==> src/rtl/pipe_pkg.sv <==
// Shared definitions for the pipeline skid buffer.
package pipe_pkg;

  // Default data word width.
  localparam int unsigned DataWidth = 32;

  // Buffer occupancy states; the encoding doubles as the Count output.
  typedef enum logic [1:0] {
    SB_EMPTY = 2'd0,
    SB_ONE   = 2'd1,
    SB_FULL  = 2'd2
  } sb_state_e;

endpackage

==> src/rtl/dff_en_sync.sv <==
// WIDTH-bit register with load enable and synchronous active-low clear.
module dff_en_sync #(
  parameter int unsigned WIDTH = 32
) (
  input  logic             clk_i,
  input  logic             clr_ni,
  input  logic             en_i,
  input  logic [WIDTH-1:0] d_i,
  output logic [WIDTH-1:0] q_o
);

  // Clear dominates; otherwise load when enabled.
  always_ff @(posedge clk_i) begin
    if (!clr_ni) begin
      q_o <= '0;
    end else if (en_i) begin
      q_o <= d_i;
    end
  end

endmodule

==> src/rtl/pipe_skid_buf_32.sv <==
// Two-entry skid buffer: registered In_Ready, one cycle latency, full throughput.
module pipe_skid_buf_32
  import pipe_pkg::*;
#(
  parameter int unsigned WIDTH = DataWidth
) (
  input  logic             Clk,
  input  logic             Clrn,
  input  logic             Flush,
  input  logic             In_Valid,
  input  logic [WIDTH-1:0] In_Data,
  output logic             In_Ready,
  output logic             Out_Valid,
  output logic [WIDTH-1:0] Out_Data,
  input  logic             Out_Ready,
  output logic [1:0]       Count
);

  sb_state_e        state_q, state_d;
  logic             in_fire, out_fire;
  logic             m_en, m_from_skid, s_en;
  logic [WIDTH-1:0] m_d, m_q, s_q;

  // Handshake flags are decoded from state flops only, so no input reaches them.
  always_comb begin
    In_Ready  = (state_q != SB_FULL);
    Out_Valid = (state_q != SB_EMPTY);
    in_fire   = In_Valid & In_Ready;
    out_fire  = Out_Valid & Out_Ready;
  end

  assign Out_Data = m_q;
  assign Count    = state_q;

  // Next-state and register-enable decode; a flush discards both handshakes.
  always_comb begin
    state_d     = state_q;
    m_en        = 1'b0;
    m_from_skid = 1'b0;
    s_en        = 1'b0;
    if (Flush) begin
      state_d = SB_EMPTY;
    end else begin
      case (state_q)
        SB_EMPTY: begin
          if (in_fire) begin
            state_d = SB_ONE;
            m_en    = 1'b1;
          end
        end
        SB_ONE: begin
          if (in_fire && out_fire) begin
            m_en = 1'b1;
          end else if (in_fire) begin
            // Downstream stalled on the accepting cycle: park the word in S.
            state_d = SB_FULL;
            s_en    = 1'b1;
          end else if (out_fire) begin
            state_d = SB_EMPTY;
          end
        end
        SB_FULL: begin
          if (out_fire) begin
            state_d     = SB_ONE;
            m_en        = 1'b1;
            m_from_skid = 1'b1;
          end
        end
        default: state_d = SB_EMPTY;  // illegal encoding recovers
      endcase
    end
  end

  assign m_d = m_from_skid ? s_q : In_Data;

  // State register with synchronous active-low reset.
  always_ff @(posedge Clk) begin
    if (!Clrn) begin
      state_q <= SB_EMPTY;
    end else begin
      state_q <= state_d;
    end
  end

  dff_en_sync #(
    .WIDTH(WIDTH)
  ) u_main (
    .clk_i (Clk),
    .clr_ni(Clrn),
    .en_i  (m_en),
    .d_i   (m_d),
    .q_o   (m_q)
  );

  dff_en_sync #(
    .WIDTH(WIDTH)
  ) u_skid (
    .clk_i (Clk),
    .clr_ni(Clrn),
    .en_i  (s_en),
    .d_i   (In_Data),
    .q_o   (s_q)
  );

endmodule

==> config.mk <==
export PLATFORM = sky130hd
export DESIGN_NAME = pipe_skid_buf_32
export DESIGN_NICKNAME = d
export VERILOG_FILES = /design/src/rtl/pipe_pkg.sv /design/src/rtl/dff_en_sync.sv /design/src/rtl/pipe_skid_buf_32.sv
export SDC_FILE = /design/constraint.sdc
export NUM_CORES = 1
export LEC_CHECK = 0
export CAP_MARGIN = 10
export CORE_MARGIN = 2
export CORE_UTILIZATION = 30
export CTS_CLUSTER_DIAMETER = 80
export DETAILED_ROUTE_END_ITERATION = 8
export SETUP_SLACK_MARGIN = 0.1
export SLEW_MARGIN = 20
export SYNTH_ARGS = -nofsm -noshare
export SYNTH_HDL_FRONTEND = slang
export SYNTH_SLANG_ARGS = --single-unit
==> constraint.sdc <==
create_clock -name Clk -period 3.65 [get_ports Clk]
set_input_delay 0.9125 -clock Clk [delete_from_list [all_inputs] [get_ports Clk]]
set_output_delay 0.9125 -clock Clk [all_outputs]
set_load 0.005 [all_outputs]
Word level (Yosys, flattened, before mapping)
Cells that the tools add are included.
{"block": "totals", "out_inout_bits": 36, "ff_bits": 66}
{"block": "op_classes", "reduce_logical": 5, "bitwise_logic": 3, "n_eq_ne": 7, "muxes": 17}
{"operator": "$mux W32", "count": 1}
{"operator": "$mux W2", "count": 5}
{"operator": "$mux W1", "count": 9}
{"operator": "$ne A2 B2 Y1 const B", "count": 4}
{"operator": "$pmux W2 S3", "count": 1}
{"operator": "$reduce_and A4 Y1", "count": 1}
{"operator": "$ne A3 B3 Y1 const B", "count": 1}
{"operator": "$pmux W1 S3", "count": 1}
{"operator": "$and A1 B1 Y1", "count": 2}
{"operator": "$eq A2 B1 Y1 const B", "count": 1}
{"operator": "$eq A2 B2 Y1 const B", "count": 1}
{"operator": "$logic_not A2 Y1", "count": 1}
{"operator": "$reduce_bool A2 Y1", "count": 1}
{"operator": "$reduce_or A2 Y1", "count": 1}
{"operator": "$logic_and A1 B1 Y1", "count": 1}
{"operator": "$not A1 Y1", "count": 1}

Depth between registers and ports, before layout
Gate-level depths: netlist (run 1).
{"block": "logic_depth", "ltp_word": 6, "mapped_depth": 6}

Cells and area by module
From an unflattened synthesis (run 1), not the netlist that was laid out.
{"block": "hier_totals", "hier_cells": 259, "hier_area_um2": 3035.4}
{"module": "dff_en_sync", "instances": 2, "area_per_inst_um2": 1243.7, "cells_per_inst": 103, "seq_area_each_um2": 640.6}
{"module": "pipe_skid_buf_32", "instances": 1, "area_per_inst_um2": 548.0, "cells_per_inst": 53, "seq_area_each_um2": 40.0}

Worst setup path after synthesis (run 1)
Ideal clock, no wire load.
{"block": "synth_path", "kind": "input -> register", "from": "input In_Valid", "to": "register u_main.q_o[10]", "setup_slack_ns": 1.714, "arrival_ns": 1.845, "required_ns": 3.559, "path_buffers": 2, "setup_ns": 0.091, "path_stages": 5, "cell_sequence": "buf_2 nor2b_1 a22o_1 buf_6 a311oi_1"}
{"block": "synth_via", "elab_chain_len": 5}
{"element": "start, declared", "line_no": "pipe_skid_buf_32.sv:10", "rtl": "input logic In_Valid,"}
{"element": "$and A1 B1 Y1 (*)", "line_no": "pipe_skid_buf_32.sv:28", "rtl": "in_fire = In_Valid & In_Ready;"}
{"element": "$logic_and A1 B1 Y1", "line_no": "pipe_skid_buf_32.sv:52", "rtl": "if (in_fire && out_fire) begin"}
{"element": "$mux W1", "line_no": "pipe_skid_buf_32.sv:52"}
{"element": "$pmux W1 S3 (*)", "line_no": "pipe_skid_buf_32.sv:44", "rtl": "case (state_q)"}
{"element": "$mux W1 (*)", "line_no": "pipe_skid_buf_32.sv:41", "rtl": "if (Flush) begin"}
{"element": "end signal, assigned", "line_no": "dff_en_sync.sv:17", "rtl": "q_o <= d_i;"}
{"element": "end, declared", "line_no": "dff_en_sync.sv:9", "rtl": "output logic [WIDTH-1:0] q_o"}
Mark *: on every way between the ends. The rest lies on a longest branch, timed or not.
A chain may end at the register's enable or synchronous reset.

Worst setup path in the final report (run 1)
{"block": "layout_path", "from": "input Flush", "to": "register u_main.q_o[0]"}
{"block": "layout_via", "elab_chain_len": 2}
{"element": "start, declared", "line_no": "pipe_skid_buf_32.sv:9", "rtl": "input logic Flush,"}
{"element": "$mux W1", "line_no": "pipe_skid_buf_32.sv:41"}
{"element": "$mux W32", "line_no": "pipe_skid_buf_32.sv:74", "rtl": "assign m_d = m_from_skid ? s_q : In_Data;"}
Several ways; a longest one is shown, not always the timed one.

==> flow_summary.yaml, run 1 <==
outcome:
  outcome: "finished, final reports clean"
critical_path:
  slowest_stage: "nor2_2"
  critPathLaunch: "Flush"
  critical-path-top-delay-family: "buffers and inverters"
  r2r_end: "u_main.q_o[0]"
  rr_startpoint: "Count[1]"
  cp.required_ps: 3890
  crit_path_cell_trace: "clkdlybuf4s50_1 > nor2_2 > buf_4 > a311oi_1 > a311oi_1"
  cpMostUsedCell: "a311oi_1"
  reg2reg_slack_ps: 1710
  start_kind: "primary input"
  crit_path_max_incr_delay_ps: 730
  r2r_cells: 4
  endpoint_kind: "register"
  critPathArrivalTime_ps: 3110
  cp_max_fo: 17
  cp_num_buf_inv: 2
  critPathKind: "in2reg"
sta:
  rsz0062_at_grt: "no"
  hold_viol: 0
  max_freq_mhz: 348
  min_period_ps: 2870
  finalSetupViolCount: 0
  skew_ps: 10.8
  slew_headroom_pct: 48.7
  drv_slew: 0
  post-route-period-util_pct: 78.7
  worst_slew_pin_slew_ps: 769
  finalSetupTns_ps: 0
hold_path:
  min_delay_path_depth: 2
  hold_end: "u_skid.q_o[3]"
  worstHoldPathType: "reg2reg"
  hold_start: "u_skid.q_o[3]"
synth:
  ys_ff_latch: 66
  syn_nets: 361
  synthArstFlopShare_pct: 0
  synthDistinctLibCells: 28
  synth_top_cell_by_area: "dfxtp_1"
  syn_area_um2: 3090
  synth_area_leaders: "dfxtp_1 (43%), a311oi_1 (18%), mux2i_1 (11%)"
  synth.most_common_cell: "dfxtp_1"
  syn_avg_cell_area_um2: 9.53
  synth_warnings: 0
  synth-edff-count: 0
  synth-main-ff-cell: "dfxtp_1"
  seq_area_frac_synth_pct: 42.8
  yosysTopAreaCellShare_pct: 42.8
  synthTopCellsByCount: "dfxtp_1 (66), a311oi_1 (64), a21oi_1 (33), mux2i_1 (33), nand3_1 (32)"
  syn_inst: 324
cells_and_area:
  multiInputGateArea_um2: 1510
  finalInstanceArea_um2: 4050
  drive_gt1_share_pct: 9.52
  area_growth_pct: 31.1
  fill_cells: 1010
  diodes: 0
  regArea_um2: 1320
  final_net_count: 410
place:
  dp_hpwl_um: 5430
  place_congestion: 0.720
  placement.io_buffers: 72
  post_dp_cell_area_um2: 3820
routing:
  wl_per_cell_um: 17.1
  viasPerCell: 5.45
  ant_nets: 0
  num_vias: 2802
  drtIter0Drc: 103
  route.detailed.drc: 0
  wirelength_um: 8810
  drtPass1Iterations: 4
clock_network:
  hold_buffers: 0
  tritoncts: "done"
  cts_setup_buffers: 0
  cts-htree-levels: 3
  clockRootBuffer: "clkbuf_8"
  cts_max_path_buffers: 2
  path_clk_slew_ps: 80
  numClockSinks: 66
  post_cts_resized: 0
  clk_latency_ps: 350
  numCtsBuffers: 9
global_routing:
  grt_max_degree: 43
  grt_pass1_vias: 2780
  grtUsageTotal_pct: 16.2
  antenna_found_initial: 0
  overflow: 0
  grt_first_pass_wirelength_um: 14200
die:
  dieHeight_um: 105
  start_util_pct: 30.4
  die_w_um: 105
  core_area_um2: 10100
  rows: 37
  dieArea_um2: 11100
  pin_count: 73
power_and_ir_drop:
  ir_worst_vdd_mv: 0.141
  p_leak_nw: 1.22
  power_density_nw_per_um2: 420
run:
  timing.max_cap.violations: 0
==> placed cells by master (no fill, tap or decap) <==
cell              n
mux2i_1          33
inv_2             2
a311oi_1         64
nand3_1          32
and4bb_2          1
bufinv_16         2
dfxtp_1          66
o21ba_2           1
nor2_2            1
nor2_1            1
and4bb_4          1
nand4bb_1         1
nand2b_1          2
buf_4            10
clkinv_4          3
or3b_2            1
clkdlybuf4s50_1  72
clkinv_2          1
o21ai_0          27
a22o_2            1
buf_12            1
or2_2             1
a21oi_1          33
inv_8             1
clkbuf_8          9
a211oi_1          1
nor2b_1           2
o21ai_1           5
nand2_1           3
==> flip-flops by register name, indices dropped and copies added, names as in the netlist <==
signal      flops
u_main.q_o     32
u_skid.q_o     32
Count           2
==> how the worst max path moves through the flow <==
stage / to / slack [ps] / depth (start not counted)
after CTS: u_main.q_o[28] / 790 / 5
after global placement: u_main.q_o[28] / 470 / 5
final: u_main.q_o[0] / 780 / 5
after floorplan: u_main.q_o[10] / 1710 / 5
after detailed placement: u_main.q_o[21] / 410 / 5
after global routing: u_main.q_o[28] / 620 / 5
==> area by class of cell <==
cell class              count  share of cell area, %
multi-input cells         211                   37.2
clock buffers               9                   3.06
flip-flops and latches     66                   32.7
inverters                   2                  0.186
repair buffers             83                   20.2
clock inverters             7                   2.54
well taps                 136                   4.21
==> layer usage <==
metal / wire [um] / part of all wire, % / track usage [%]
met1: 3980 / 45 / 20.6
met2: 4270 / 48 / 26.4
met3: 451 / 5.1 / 3.46
met4: 108 / 1.2 / 7.24
met5: 0 / 0 / 0
==> stage by stage <==
stage                     utilization (%)  power, mW  worst slack, ps  instances  hold WS, ps
after global routing                 39.9       1.78              618        514          499
after floorplan                         -      0.891             1710        324          454
final                                39.9       1.70              778        514          475
after detailed placement             37.7       1.02              411        498          467
after CTS                            39.9       1.72              791        514          478
after global placement               37.7       1.02              474        498          460
==> where the power goes <==
part,leakage [nW],switching [mW],internal (mW)
Sequential,0.538,0.0188,0.749
Clock,0.115,0.306,0.391
Combinational,0.568,0.110,0.124
Total,1.22,0.435,1.26
==> cell families after synthesis <==
group           Yosys count  synth area share [%]
buf+inv                  47                  8.67
simple gates             46                  8.27
mux                      33                  10.7
flops                    66                  42.8
compound gates          132                  29.6
==> worst reg2reg max path: cells and delay by family, from the launching register on <==
kind	cells	cell delay (ps)
AND/OR/NAND/NOR	1	650
flip-flops	1	430
AO/OA/AOI/OAI	2	400
buffers and inverters	1	360
Note: power is estimated with default switching activity, not from simulation.
==> run 2, diff against run 1 <==
clock period = 2.4 ns   (was 3.65 ns; I/O delays follow)
==> flow_summary.yaml, run 2 (same netlist as run 1, synthesis figures left out) <==
critical_path:
  reg2reg_slack_ps: 850
  critPathArrivalTime_ps: 1530
  endpoint_kind: "output port"
  crit_path_max_incr_delay_ps: 540
  cp_max_fo: 11
  rr_startpoint: "Count[1]"
  critical_path_depth: 2
  slowest_stage: "clkdlybuf4s50_1"
  r2r_end: "u_main.q_o[8]"
  critPathKind: "reg2out"
  cp.required_ps: 1800
  crit_path_cell_trace: "nand2b_1 > clkdlybuf4s50_1"
  critical-path-top-delay-family: "buffers and inverters"
  start_kind: "register"
  r2r_cells: 4
  cp_num_buf_inv: 1
cells_and_area:
  final_cell_mix: "clkdlybuf4s50_1 (72), a311oi_1 (64), dfxtp_1 (64), a21oi_1 (33), mux2i_1 (33)"
  final_cells: 527
  area_growth_pct: 37.5
  final_net_count: 423
  diodes: 0
  finalInstanceArea_um2: 4240
  drive_gt1_share_pct: 12.8
  final_common_cell: "clkdlybuf4s50_1"
routing:
  drtPass1Iterations: 4
  ant_nets: 0
  drtIter0Drc: 147
  wl_per_cell_um: 17.0
  wirelength_um: 8960
  viasPerCell: 5.49
  num_vias: 2891
  route.detailed.drc: 0
global_routing:
  overflow: 0
  antenna_found_initial: 0
  grt_max_degree: 45
  grt_first_pass_wirelength_um: 14600
  grtUsageTotal_pct: 16.3
  grt_pass1_vias: 2853
sta:
  worst_slew_pin_slew_ps: 363
  rsz0062_at_grt: "no"
  finalSetupViolCount: 0
  post-route-period-util_pct: 88.8
  finalWorstSetupSlack_ps: 269
  drv_slew: 0
  slew_headroom_pct: 75.7
  finalSetupTns_ps: 0
  hold_viol: 0
  max_freq_mhz: 469
  skew_ps: 10.8
  min_period_ps: 2130
hold_path:
  hold_end: "u_skid.q_o[22]"
  worstHoldPathType: "reg2reg"
  min_delay_path_depth: 2
  hold_start: "u_skid.q_o[22]"
place:
  dp_hpwl_um: 5670
  placed_cells: 511
  place_congestion: 0.730
  post_dp_cell_area_um2: 3970
  placement.io_buffers: 72
  dp_worst_setup_slack_ps: 79.1
die:
  pin_count: 73
  dieArea_um2: 11100
  start_util_pct: 30.4
  die_w_um: 105
  core_area_um2: 10100
  dieHeight_um: 105
  rows: 37
clock_network:
  clockRootBuffer: "clkbuf_8"
  hold_buffers: 0
  numClockSinks: 66
  cts-htree-levels: 3
  numCtsBuffers: 9
  path_clk_slew_ps: 80
  tritoncts: "done"
  clk_latency_ps: 340
  cts_setup_buffers: 0
  cts_max_path_buffers: 2
run:
  timing.max_cap.violations: 0
power_and_ir_drop:
  ir_worst_vdd_mv: 0.338
  power_density_nw_per_um2: 667
  p_leak_nw: 1.32
  total_power_mw: 2.83
outcome:
  outcome: "finished, final reports clean"
[run 2: power breakdown]
| group | switching [mW] | leakage, nW | internal (mW) | total, mW |
|---|---|---|---|---|
| clock network | 0.458 | 0.137 | 0.828 | 1.29 |
| logic | 0.172 | 0.648 | 0.207 | 0.379 |
| registers | 0.0279 | 0.539 | 1.14 | 1.17 |
| total | 0.658 | 1.32 | 2.17 | 2.83 |
[run 2: layout make-up]
| class | instances | area [um2] |
|---|---|---|
| timing repair buffer | 96 | 963 |
| tap | 136 | 170 |
| inverter | 2 | 7.51 |
| clock inverter | 6 | 138 |
| clock buffer | 10 | 138 |
| fill | 1005 | 5890 |
| sequential | 66 | 1320 |
| multi-input combinational | 211 | 1500 |
[run 2: per-layer routing]
layer  track usage (%)  part of all wire (%)
met2              25.7                    48
met1              22.1                    46
met5                 0                     0
met4              5.90                   1.5
met3              2.97                   5.1
[run 2: worst max path at each step]
stage	startpoint	endpoint
2_1_floorplan	In_Valid	u_main.q_o[10]
3_3_place_gp	Out_Ready	u_main.q_o[13]
3_5_place_dp	Flush	u_main.q_o[8]
4_1_cts	Count[0]	In_Ready
5_1_grt	Count[0]	In_Ready
6_report	Count[0]	In_Ready
[run 2: per-stage QoR]
| step | hold slack, ps | util [%] |
|---|---|---|
| 6_report | 477 | 41.9 |
| 5_1_grt | 498 | 41.9 |
| 4_1_cts | 476 | 41.8 |
| 3_5_place_dp | 466 | 39.1 |
| 3_3_place_gp | 460 | 39.1 |
| 2_1_floorplan | 454 | - |
[run 2: worst min-delay path, cell delays in order, from the launching register on]
cell	delay (ps)
dfxtp_1	310
o21ai_0	60
a21oi_1	60
[run 2: what timing repair did]
| item | 4_1_cts | 5_1_grt |
|---|---|---|
| gates resized for setup | 0 | 2 |
| endpoints found under the setup margin | 0 | 1 |
| hold endpoints to repair | 0 | 0 |
